--- src/rtl/vga_view_pkg.sv ---
// rtl/vga_view_pkg.sv - shared mode encodings, FSM state type and default geometry for the VGA view address path
package vga_view_pkg;

    localparam int H_ACTIVE_DEF = 640;
    localparam int V_ACTIVE_DEF = 480;
    localparam int IMG_W_DEF    = 320;
    localparam int IMG_H_DEF    = 240;

    localparam logic [1:0] MODE_STATIC = 2'd0;
    localparam logic [1:0] MODE_PAN_H  = 2'd1;
    localparam logic [1:0] MODE_PAN_V  = 2'd2;
    localparam logic [1:0] MODE_TOGGLE = 2'd3;

    // State codes equal the mode codes so the FSM can load mode directly.
    typedef enum logic [1:0] {
        S_STATIC = 2'd0,
        S_PAN_H  = 2'd1,
        S_PAN_V  = 2'd2,
        S_TOGGLE = 2'd3
    } state_t;

endpackage

--- src/rtl/pan_offset_ctr.sv ---
// rtl/pan_offset_ctr.sv - one-axis wrap-around pan offset register with step, clear, hold and half-image toggle
module pan_offset_ctr #(
    parameter int LIMIT = 320,
    parameter int STEP  = 1,
    parameter int W     = 9
) (
    input  logic         clk,
    input  logic         rst_n,
    input  logic         clr,
    input  logic         step,
    input  logic         tog,
    output logic [W-1:0] off
);

    localparam logic [W:0]   LIM   = (W+1)'(LIMIT);
    localparam logic [W:0]   INC   = (W+1)'(STEP);
    localparam logic [W-1:0] HALF  = W'(LIMIT / 2);

    logic [W:0] sum;

    // Both operands are below LIMIT, so one conditional subtract wraps exactly.
    assign sum = {1'b0, off} + INC;

    always_ff @(posedge clk or negedge rst_n) begin
        if (!rst_n) begin
            off <= '0;
        end else if (clr) begin
            off <= '0;
        end else if (step) begin
            off <= (sum >= LIM) ? W'(sum - LIM) : W'(sum);
        end else if (tog) begin
            off <= (off == '0) ? HALF : '0;
        end
    end

endmodule

--- src/rtl/vga_view_addr_gen.sv ---
// rtl/vga_view_addr_gen.sv - raster to frame-buffer address with upscale, panning, toggle; `define VGA_VIEW_MIRROR_EN enables hmir/vmir
module vga_view_addr_gen
    import vga_view_pkg::*;
#(
    parameter int H_ACTIVE    = H_ACTIVE_DEF,
    parameter int V_ACTIVE    = V_ACTIVE_DEF,
    parameter int IMG_W       = IMG_W_DEF,
    parameter int IMG_H       = IMG_H_DEF,
    parameter int SCALE_SH    = 1,
    parameter int ADDR_W      = 17,
    parameter int STEP_X      = 1,
    parameter int STEP_Y      = 1,
    parameter int TICK_FRAMES = 4
) (
    input  logic              clk,
    input  logic              rst_n,
    input  logic [9:0]        h_cnt,
    input  logic [9:0]        v_cnt,
    input  logic              valid,
    input  logic [1:0]        mode,
    input  logic              run,
    input  logic              hmir,
    input  logic              vmir,
    output logic [ADDR_W-1:0] pixel_addr,
    output logic              pix_valid,
    output logic              frame_tick
);

    localparam int XW = $clog2(IMG_W);
    localparam int YW = $clog2(IMG_H);
    localparam int FW = (TICK_FRAMES > 1) ? $clog2(TICK_FRAMES) : 1;

    logic          fb;
    logic          mode_chg;
    state_t        state;
    state_t        state_next;
    logic [FW-1:0] frame_cnt;
    logic          count_en;
    logic          wrap;
    logic          clr;
    logic          step_x;
    logic          step_y;
    logic          tog_x;
    logic [XW-1:0] off_x;
    logic [YW-1:0] off_y;

    // Frame boundary sits in vertical blanking, so offsets never move mid-picture.
    assign fb       = (h_cnt == 10'd0) && (v_cnt == 10'(V_ACTIVE));
    assign mode_chg = (state_t'(mode) != state);
    assign count_en = fb && run && !mode_chg;
    assign wrap     = count_en && (frame_cnt == FW'(TICK_FRAMES - 1));

    always_ff @(posedge clk or negedge rst_n) begin
        if (!rst_n) begin
            state <= S_STATIC;
        end else begin
            state <= state_next;
        end
    end

    always_comb begin
        state_next = state;
        if (fb) begin
            state_next = state_t'(mode);
        end
    end

    always_comb begin
        clr    = 1'b0;
        step_x = 1'b0;
        step_y = 1'b0;
        tog_x  = 1'b0;
        if (fb && mode_chg) begin
            clr = 1'b1;
        end else begin
            case (state)
                S_PAN_H:  step_x = wrap;
                S_PAN_V:  step_y = wrap;
                S_TOGGLE: tog_x  = wrap;
                default:  ;
            endcase
        end
    end

    always_ff @(posedge clk or negedge rst_n) begin
        if (!rst_n) begin
            frame_cnt <= '0;
        end else if (clr) begin
            frame_cnt <= '0;
        end else if (count_en) begin
            frame_cnt <= wrap ? '0 : frame_cnt + 1'b1;
        end
    end

    pan_offset_ctr #(
        .LIMIT (IMG_W),
        .STEP  (STEP_X),
        .W     (XW)
    ) u_pan_x (
        .clk   (clk),
        .rst_n (rst_n),
        .clr   (clr),
        .step  (step_x),
        .tog   (tog_x),
        .off   (off_x)
    );

    pan_offset_ctr #(
        .LIMIT (IMG_H),
        .STEP  (STEP_Y),
        .W     (YW)
    ) u_pan_y (
        .clk   (clk),
        .rst_n (rst_n),
        .clr   (clr),
        .step  (step_y),
        .tog   (1'b0),
        .off   (off_y)
    );

    logic [10:0]   sum_x;
    logic [10:0]   sum_y;
    logic [10:0]   wrap_x;
    logic [10:0]   wrap_y;
    logic [10:0]   fin_x;
    logic [10:0]   fin_y;
    logic          in_area;
    logic [XW-1:0] sx_r;
    logic [YW-1:0] sy_r;
    logic          v1;
    logic          v2;

    assign in_area = valid && (h_cnt < 10'(H_ACTIVE)) && (v_cnt < 10'(V_ACTIVE));
    assign sum_x   = 11'(h_cnt >> SCALE_SH) + 11'(off_x);
    assign sum_y   = 11'(v_cnt >> SCALE_SH) + 11'(off_y);
    assign wrap_x  = (sum_x >= 11'(IMG_W)) ? sum_x - 11'(IMG_W) : sum_x;
    assign wrap_y  = (sum_y >= 11'(IMG_H)) ? sum_y - 11'(IMG_H) : sum_y;

`ifdef VGA_VIEW_MIRROR_EN
    assign fin_x = hmir ? 11'(IMG_W - 1) - wrap_x : wrap_x;
    assign fin_y = vmir ? 11'(IMG_H - 1) - wrap_y : wrap_y;
`else
    logic unused_mirror;
    assign unused_mirror = hmir ^ vmir;
    assign fin_x = wrap_x;
    assign fin_y = wrap_y;
`endif

    always_ff @(posedge clk or negedge rst_n) begin
        if (!rst_n) begin
            sx_r <= '0;
            sy_r <= '0;
            v1   <= 1'b0;
        end else begin
            sx_r <= XW'(fin_x);
            sy_r <= YW'(fin_y);
            v1   <= in_area;
        end
    end

    logic [ADDR_W-1:0] lin_addr;

    assign lin_addr = ADDR_W'(sy_r) * ADDR_W'(IMG_W) + ADDR_W'(sx_r);

    // pix_valid trails pixel_addr by one cycle to line up with BRAM read data.
    always_ff @(posedge clk or negedge rst_n) begin
        if (!rst_n) begin
            pixel_addr <= '0;
            v2         <= 1'b0;
            pix_valid  <= 1'b0;
            frame_tick <= 1'b0;
        end else begin
            pixel_addr <= v1 ? lin_addr : '0;
            v2         <= v1;
            pix_valid  <= v2;
            frame_tick <= fb;
        end
    end

endmodule

--- config.mk ---
export PLATFORM = sky130hd
export DESIGN_NAME = vga_view_addr_gen
export DESIGN_NICKNAME = d
export VERILOG_FILES = /design/src/rtl/vga_view_pkg.sv /design/src/rtl/pan_offset_ctr.sv /design/src/rtl/vga_view_addr_gen.sv
export SDC_FILE = /design/constraint.sdc
export NUM_CORES = 1
export LEC_CHECK = 0
export CORE_AREA = 2 2 99 120
export DETAILED_ROUTE_END_ITERATION = 8
export DIE_AREA = 0 0 101 122
export PLACE_DENSITY_LB_ADDON = 0.08
export SYNTH_ARGS = -nofsm -noshare
export SYNTH_HDL_FRONTEND = slang
export SYNTH_SLANG_ARGS = --single-unit
--- constraint.sdc ---
create_clock -name clk -period 5.3 [get_ports clk]
set_clock_uncertainty 0.05 [all_clocks]
set_input_delay 1.06 -clock clk [delete_from_list [all_inputs] [get_ports clk]]
set_output_delay 1.06 -clock clk [all_outputs]
set_load 0.03 [all_outputs]
==> impl_metrics.env, run 1 <==
export IMPL_drive_gt1_frac=0.05917
export IMPL_leakagePower_nw=2.289
export IMPL_routabilityCongestion=0.8577
export IMPL_grt_first_pass_wirelength_mm=14.97
export IMPL_rrSetupSlack_ps=1770
export IMPL_avgViaCountPerCell=5.153
export IMPL_core_area_mm2=0.01130
export IMPL_drt_pass1_iter_count=4
export IMPL_hold_path_class="reg -> reg"
export IMPL_routed_wl_mm=8.575
export IMPL_cp_end_kind="flip-flop"
export IMPL_netlist_instances=454
export IMPL_max_cap_violations=0
export IMPL_hold_viol=0
export IMPL_grt_max_degree=60
export IMPL_yosys_register_bits=59
export IMPL_dpl_worst_slack_ps=689.1
export IMPL_drtAntennaViolNets=0
export IMPL_startpoint_type="input pin"
export IMPL_die_w_um=101
export IMPL_dpl_hpwl_mm=6.518
export IMPL_grt_overflow_total=0
export IMPL_async_flop_share=1.000
export IMPL_cp_required_ps=5460
export IMPL_slew_limit_headroom=0.4951
export IMPL_clockBufferDepth=2
export IMPL_power_density_mw_per_mm2=260.8
export IMPL_htree_num_levels=3
export IMPL_die_height_um=122
export IMPL_outcome="complete, no violations"
export IMPL_multi_input_area_mm2=0.002574
export IMPL_die_area_mm2=0.01232
export IMPL_crit_start="v_cnt[1]"
export IMPL_grtUsageTotal=0.1524
export IMPL_crit_end="sy_r[5]"
export IMPL_grt_pass1_vias=3207
export IMPL_clk_pin_slew_worst_paths_ps=60
export IMPL_final_cells=642
export IMPL_syn_area_mm2=0.004183
export IMPL_synth_net_count=530
export IMPL_period_share=0.8016
export IMPL_worstPathMaxFanout=5
export IMPL_antenna_found_initial=0
export IMPL_fin_util=0.4502
export IMPL_rsz0062_at_grt="false"
export IMPL_cts_tree="done"
export IMPL_fmax_ghz=0.2354
export IMPL_diodes=0
export IMPL_numCtsBuffers=9
export IMPL_drcViolationCount=0
export IMPL_vias=3308
export IMPL_crit_type="in -> reg"
export IMPL_post_place_cells=626
export IMPL_rows=43
export IMPL_port_buffers=44
export IMPL_r2r_cells=15
export IMPL_setup_slack_ps=1052
export IMPL_syn_area_per_cell_um2=9.213
export IMPL_regArea_mm2=0.001476
export IMPL_finalSetupViolCount=0
export IMPL_clock_latency_ps=330
export IMPL_start_util=0.3702
export IMPL_synth_edf_count=0
export IMPL_wl_per_cell_um=13.36
export IMPL_cts_root_buffer="clkbuf_16"
export IMPL_post_cts_setup_buffers=0
export IMPL_period_needed_ps=4248
export IMPL_ioPinCount=47
export IMPL_drtIter0Drc=107
export IMPL_worst_pin_slew_ps=757.4
export IMPL_r2r_end="sy_r[5]"
export IMPL_ys_flop_type="dfrtp_1"
export IMPL_synth_warnings=0
export IMPL_slew_violations=0
export IMPL_r2r_start="u_pan_y.off[0]"
export IMPL_cts_resized=0
export IMPL_vdd_ir_drop_worst_mv=0.1363
export IMPL_ys_seq_area_frac=0.3530
export IMPL_worstPathArrival_ps=4410
export IMPL_cts_sinks=59
export IMPL_fillerInstances=1103
export IMPL_cts_hold_buf=0
export IMPL_tns_ps=0
export IMPL_ys_types=53
export IMPL_syn_to_final_growth_pct=21.60
export IMPL_fin_nets=578
[per-layer routing]
layer,GRT usage,up-vias,part of all wire
li1,-,1721,-
met2,0.2533,42,0.49
met4,0.06081,0,0.016
met5,0,-,0
met3,0.02352,10,0.025
met1,0.1981,1535,0.47
[worst max-delay path, cell delays in order]
cell and delay [ps]:
clkdlybuf4s50_1 520, ha_1 210, inv_1 60, fa_1 400, nand2b_1 200, nand2b_1 80, a21oi_1 70, xnor2_1 260
ha_1 290, nand2_1 90, o211ai_1 200, a211oi_1 90, o21ai_0 170, a21oi_1 110, nor2_1 220, mux2_2 360
[kinds of logic after synthesis]
family	count (synthesis)	synth area share
and+or+nand+nor	165	0.2067
AOI/OAI and AO/OA	105	0.1648
DFF	59	0.3530
adders and majority gates	48	0.1508
xor gates and xnor gates	37	0.07748
buffers and inverters	34	0.03171
muxes	6	0.01555
[cells in the final DEF, fill, tap and decap left out, types with 3 or more instances in the layout]
| cell | netlist | routed |
|---|---|---|
| nor4_1 | 7 | 7 |
| and3_1 | 6 | 6 |
| a21o_1 | 11 | 11 |
| mux2_2 | 4 | 4 |
| a21oi_1 | 19 | 19 |
| nand2b_1 | 4 | 4 |
| nand4_1 | 9 | 9 |
| xor2_1 | 10 | 10 |
| inv_1 | 26 | 26 |
| nor2b_1 | 10 | 10 |
| a31oi_1 | 4 | 4 |
| clkbuf_16 | 0 | 9 |
| nand3_1 | 11 | 11 |
| nor3_1 | 11 | 11 |
| nor2_1 | 33 | 33 |
| clkdlybuf4s50_1 | 0 | 43 |
| ha_1 | 44 | 44 |
| o21ai_0 | 31 | 31 |
| a211oi_1 | 7 | 7 |
| o211ai_1 | 3 | 3 |
| nor4b_1 | 3 | 3 |
| o21a_1 | 3 | 3 |
| nand2_1 | 38 | 38 |
| dfrtp_1 | 59 | 59 |
| xnor2_1 | 27 | 27 |
| fa_1 | 4 | 4 |
| o31ai_1 | 7 | 7 |
| a21boi_0 | 3 | 3 |
| and2_1 | 17 | 17 |
| o21bai_1 | 3 | 3 |
[stage by stage]
stage	total power [mW]	hold slack (ps)	cell area, um^2
floorplan	0.6298	281.2	4183
global placement	0.6995	281.7	4760
detailed placement	0.7021	285.6	4760
CTS	1.346	297.9	5086
global route	1.390	316.5	5086
finish	1.326	295.1	5086
[flip-flops by register name, summed over array words and instances, names as in the netlist]
signal and flops:
pixel_addr 17, sx_r 9, u_pan_x.off 9, sy_r 8
u_pan_y.off 8, frame_cnt 2, state 2, frame_tick 1
pix_valid 1, v1 1, v2 1
[how the worst min path moves through the flow]
stage / start / slack [ps] / endpoint / depth (start not counted)
3_5_place_dp: v2 / 290 / pix_valid / 0
2_1_floorplan: v2 / 280 / pix_valid / 0
4_1_cts: v2 / 300 / pix_valid / 0
6_report: v2 / 300 / pix_valid / 0
3_3_place_gp: v2 / 280 / pix_valid / 0
5_1_grt: v2 / 320 / pix_valid / 0
[layout make-up]
class	instances	area share
clock inverters	7	0.01993
repair buffers	45	0.08708
clock buffers	9	0.04428
inverters	26	0.01919
well taps	135	0.03321
flip-flops and latches	59	0.2903
multi-input cells	361	0.5060
[power breakdown]
group,switching [mW],internal [mW]
clock network,0.220,0.414
logic,0.114,0.101
registers,0.00876,0.468
total,0.343,0.983
[cell usage after synthesis, types with 2 or more instances]
| library cell | number | share of area |
|---|---|---|
| a31oi_1 | 4 | 0.0060 |
| o21ai_0 | 31 | 0.037 |
| a32oi_1 | 2 | 0.0042 |
| nand2_1 | 38 | 0.034 |
| nand3_1 | 11 | 0.013 |
| mux2i_1 | 2 | 0.0048 |
| and2_0 | 2 | 0.0030 |
| and3_1 | 6 | 0.0090 |
| nand3b_1 | 2 | 0.0036 |
| nor2_1 | 33 | 0.030 |
| a21oi_2 | 2 | 0.0042 |
| o2111ai_1 | 2 | 0.0042 |
| a21oi_1 | 19 | 0.023 |
| nor3_2 | 2 | 0.0048 |
| nor3_1 | 11 | 0.013 |
| nand4_1 | 9 | 0.013 |
| o21bai_1 | 3 | 0.0054 |
| o211ai_1 | 3 | 0.0054 |
| nor4_1 | 7 | 0.010 |
| buf_2 | 4 | 0.0048 |
| ha_1 | 44 | 0.13 |
| inv_1 | 26 | 0.023 |
| nor4b_1 | 3 | 0.0063 |
| a21boi_0 | 3 | 0.0054 |
| and2_1 | 17 | 0.025 |
| a211oi_1 | 7 | 0.013 |
| fa_1 | 4 | 0.019 |
| o31ai_1 | 7 | 0.013 |
| a21o_1 | 11 | 0.020 |
| clkbuf_1 | 4 | 0.0036 |
| xor2_1 | 10 | 0.021 |
| nand2b_1 | 4 | 0.0060 |
| nand4b_1 | 2 | 0.0042 |
| o21a_1 | 3 | 0.0054 |
| mux2_2 | 4 | 0.011 |
| dfrtp_1 | 59 | 0.35 |
| nor2b_1 | 10 | 0.015 |
| and4b_1 | 2 | 0.0048 |
| xnor2_1 | 27 | 0.057 |
No activity file was read; power rests on OpenSTA's default activity.
==> run 2: changes to the inputs <==
==> constraint.sdc (replaced) <==
create_clock -name clk -period 3.8 [get_ports clk]
set_clock_uncertainty 0.05 [all_clocks]
set_input_delay 0.76 -clock clk [delete_from_list [all_inputs] [get_ports clk]]
set_output_delay 0.76 -clock clk [all_outputs]
set_load 0.03 [all_outputs]
==> impl_metrics.env, run 2 (synthesized netlist as in run 1, its figures left out) <==
export IMPL_outcome="complete, no violations"
export IMPL_die_w_um=101
export IMPL_internal_power_mw=1.442
export IMPL_crit_type="in -> reg"
export IMPL_reg_top3="pixel_addr: 17 flops, sx_r: 9 flops, u_pan_x.off: 9 flops"
export IMPL_stdcell_area_mm2=0.005309
export IMPL_core_area_mm2=0.01130
export IMPL_r2r_start="u_pan_y.off[0]"
export IMPL_period_needed_ps=3545
export IMPL_cts_root_buffer="clkbuf_16"
export IMPL_routed_wl_mm=8.853
export IMPL_fin_nets=601
export IMPL_drive_gt1_frac=0.1151
export IMPL_diodes=0
export IMPL_grt_first_pass_wirelength_mm=14.93
export IMPL_whs_path_depth=0
export IMPL_cp_end_kind="flip-flop"
export IMPL_ioPinCount=47
export IMPL_cts_hold_buf=0
export IMPL_cp_required_ps=3960
export IMPL_p_clk_frac=0.490
export IMPL_worstPathArrival_ps=3710
export IMPL_worstPathMaxFanout=4
export IMPL_fmax_ghz=0.2821
export IMPL_worst_pin_slew_ps=552.8
export IMPL_port_buffers=44
export IMPL_final_cell_mix="59 x dfrtp_1, 43 x ha_1, 43 x clkdlybuf4s50_1"
export IMPL_drcViolationCount=0
export IMPL_drtIter0Drc=115
export IMPL_finalSetupViolCount=0
export IMPL_p_sw_frac=0.2485
export IMPL_power_mw=1.919
export IMPL_hold_path_class="reg -> reg"
export IMPL_clockBufferDepth=2
export IMPL_max_cap_violations=0
export IMPL_r2r_cells=16
export IMPL_pwr_share_seq=0.347
export IMPL_slew_limit_headroom=0.6315
export IMPL_die_height_um=122
export IMPL_netSwitchingPower_uw=477.1
export IMPL_hold_path_endpoint="pix_valid"
export IMPL_htree_num_levels=3
export IMPL_rows=43
export IMPL_grtUsageTotal=0.1528
export IMPL_start_util=0.3702
export IMPL_period_share=0.9329
export IMPL_drtAntennaViolNets=0
export IMPL_place_area_mm2=0.004917
export IMPL_drt_pass1_iter_count=4
export IMPL_dpl_hpwl_mm=6.769
export IMPL_largest_register="pixel_addr"
export IMPL_cts_sinks=59
export IMPL_wl_per_cell_um=13.31
export IMPL_grt_max_degree=34
export IMPL_dpl_worst_slack_ps=-228.9
export IMPL_hold_viol=0
export IMPL_min_from="v2"
export IMPL_combPwrFrac=0.164
export IMPL_die_area_mm2=0.01232
export IMPL_rrSetupSlack_ps=630
export IMPL_antenna_found_initial=0
export IMPL_syn_to_final_growth_pct=26.92
export IMPL_slew_violations=0
export IMPL_grt_pass1_vias=3317
export IMPL_clock_latency_ps=330
export IMPL_vias=3428
export IMPL_r2r_end="sy_r[5]"
export IMPL_clk_pin_slew_worst_paths_ps=50
export IMPL_vdd_ir_drop_worst_mv=0.2370
export IMPL_final_common_cell="dfrtp_1"
export IMPL_grt_overflow_total=0
export IMPL_cts_tree="done"
export IMPL_numCtsBuffers=9
export IMPL_leakagePower_nw=2.420
export IMPL_routabilityCongestion=0.8384
export IMPL_avgViaCountPerCell=5.155
export IMPL_startpoint_type="input pin"
export IMPL_setup_slack_ps=255.0
export IMPL_largest_register_ffs=17
export IMPL_power_density_mw_per_mm2=361.5
## run 2: cell types whose count changed in the layout (fill, tap and decap cells not counted), moves of 2 or more
cell,change
buf_4,+23
a211oi_1,-3
a211oi_2,+3
clkinv_2,+2
nor3_1,-2
nor3_2,+2
## run 2: worst max-delay path: stages
cell and delay (ps):
clkdlybuf4s50_1 490, ha_1 170, inv_1 50, fa_1 370
nand2b_1 170, nand2b_1 70, a21oi_1 80, xnor2_1 210
ha_2 240, buf_4 120, nand3b_1 70, o211ai_1 120
a211oi_2 70, o21ai_1 140, a21oi_1 100, nor2_2 140
mux2_2 340
## run 2: repair_timing
action                     CTS  global route
setup endpoints to repair    0             4
resized for setup            0             9
buffers inserted             0             2
## run 2: cell type report
| class | instances | area [um^2] |
|---|---|---|
| inverters | 26 | 97.59 |
| fillers | 1098 | 5989 |
| flip-flops and latches | 59 | 1476 |
| clock buffers | 9 | 225.2 |
| multi-input cells | 361 | 2609 |
| repair buffers | 68 | 615.6 |
| well taps | 135 | 168.9 |
| clock inverters | 7 | 116.4 |
## run 2: power groups by stage
stage	registers [mW]	clock network (mW)	logic, mW
3_3_place_gp	0.677	0	0.309
5_1_grt	0.669	0.985	0.351
4_1_cts	0.666	0.962	0.315
6_report	0.666	0.940	0.314
3_5_place_dp	0.677	0	0.312
2_1_floorplan	0.697	0	0.181
## run 2: metrics by stage
stage               hold slack, ps  std cells    util  TNS (ps)
global placement             282.4        647  0.4352    -698.4
CTS                          299.6        663  0.4654         0
floorplan                    281.2        454       -         0
detailed placement           287.3        647  0.4352    -677.3
global route                 304.0        665  0.4699    -25.82
finish                       298.0        665  0.4699         0
## run 2: how the worst max path moves through the flow
| stage | startpoint | end | slack, ps |
|---|---|---|---|
| after floorplan | v_cnt[1] | sy_r[5] | 380 |
| after global placement | v_cnt[1] | sy_r[5] | -240 |
| after detailed placement | v_cnt[1] | sy_r[5] | -230 |
| after CTS | v_cnt[1] | sy_r[5] | 110 |
| after global routing | v_cnt[1] | sy_r[5] | -30 |
| final | v_cnt[1] | sy_r[5] | 250 |
## run 2: per-layer routing
layer	global-route usage	vias to the layer above	share of wire	routed length [um]
met4	0.06503	0	0.022	193
li1	-	1767	-	-
met1	0.1832	1593	0.46	4081
met5	0	-	0	0
met2	0.2638	50	0.49	4327
met3	0.03155	18	0.028	250
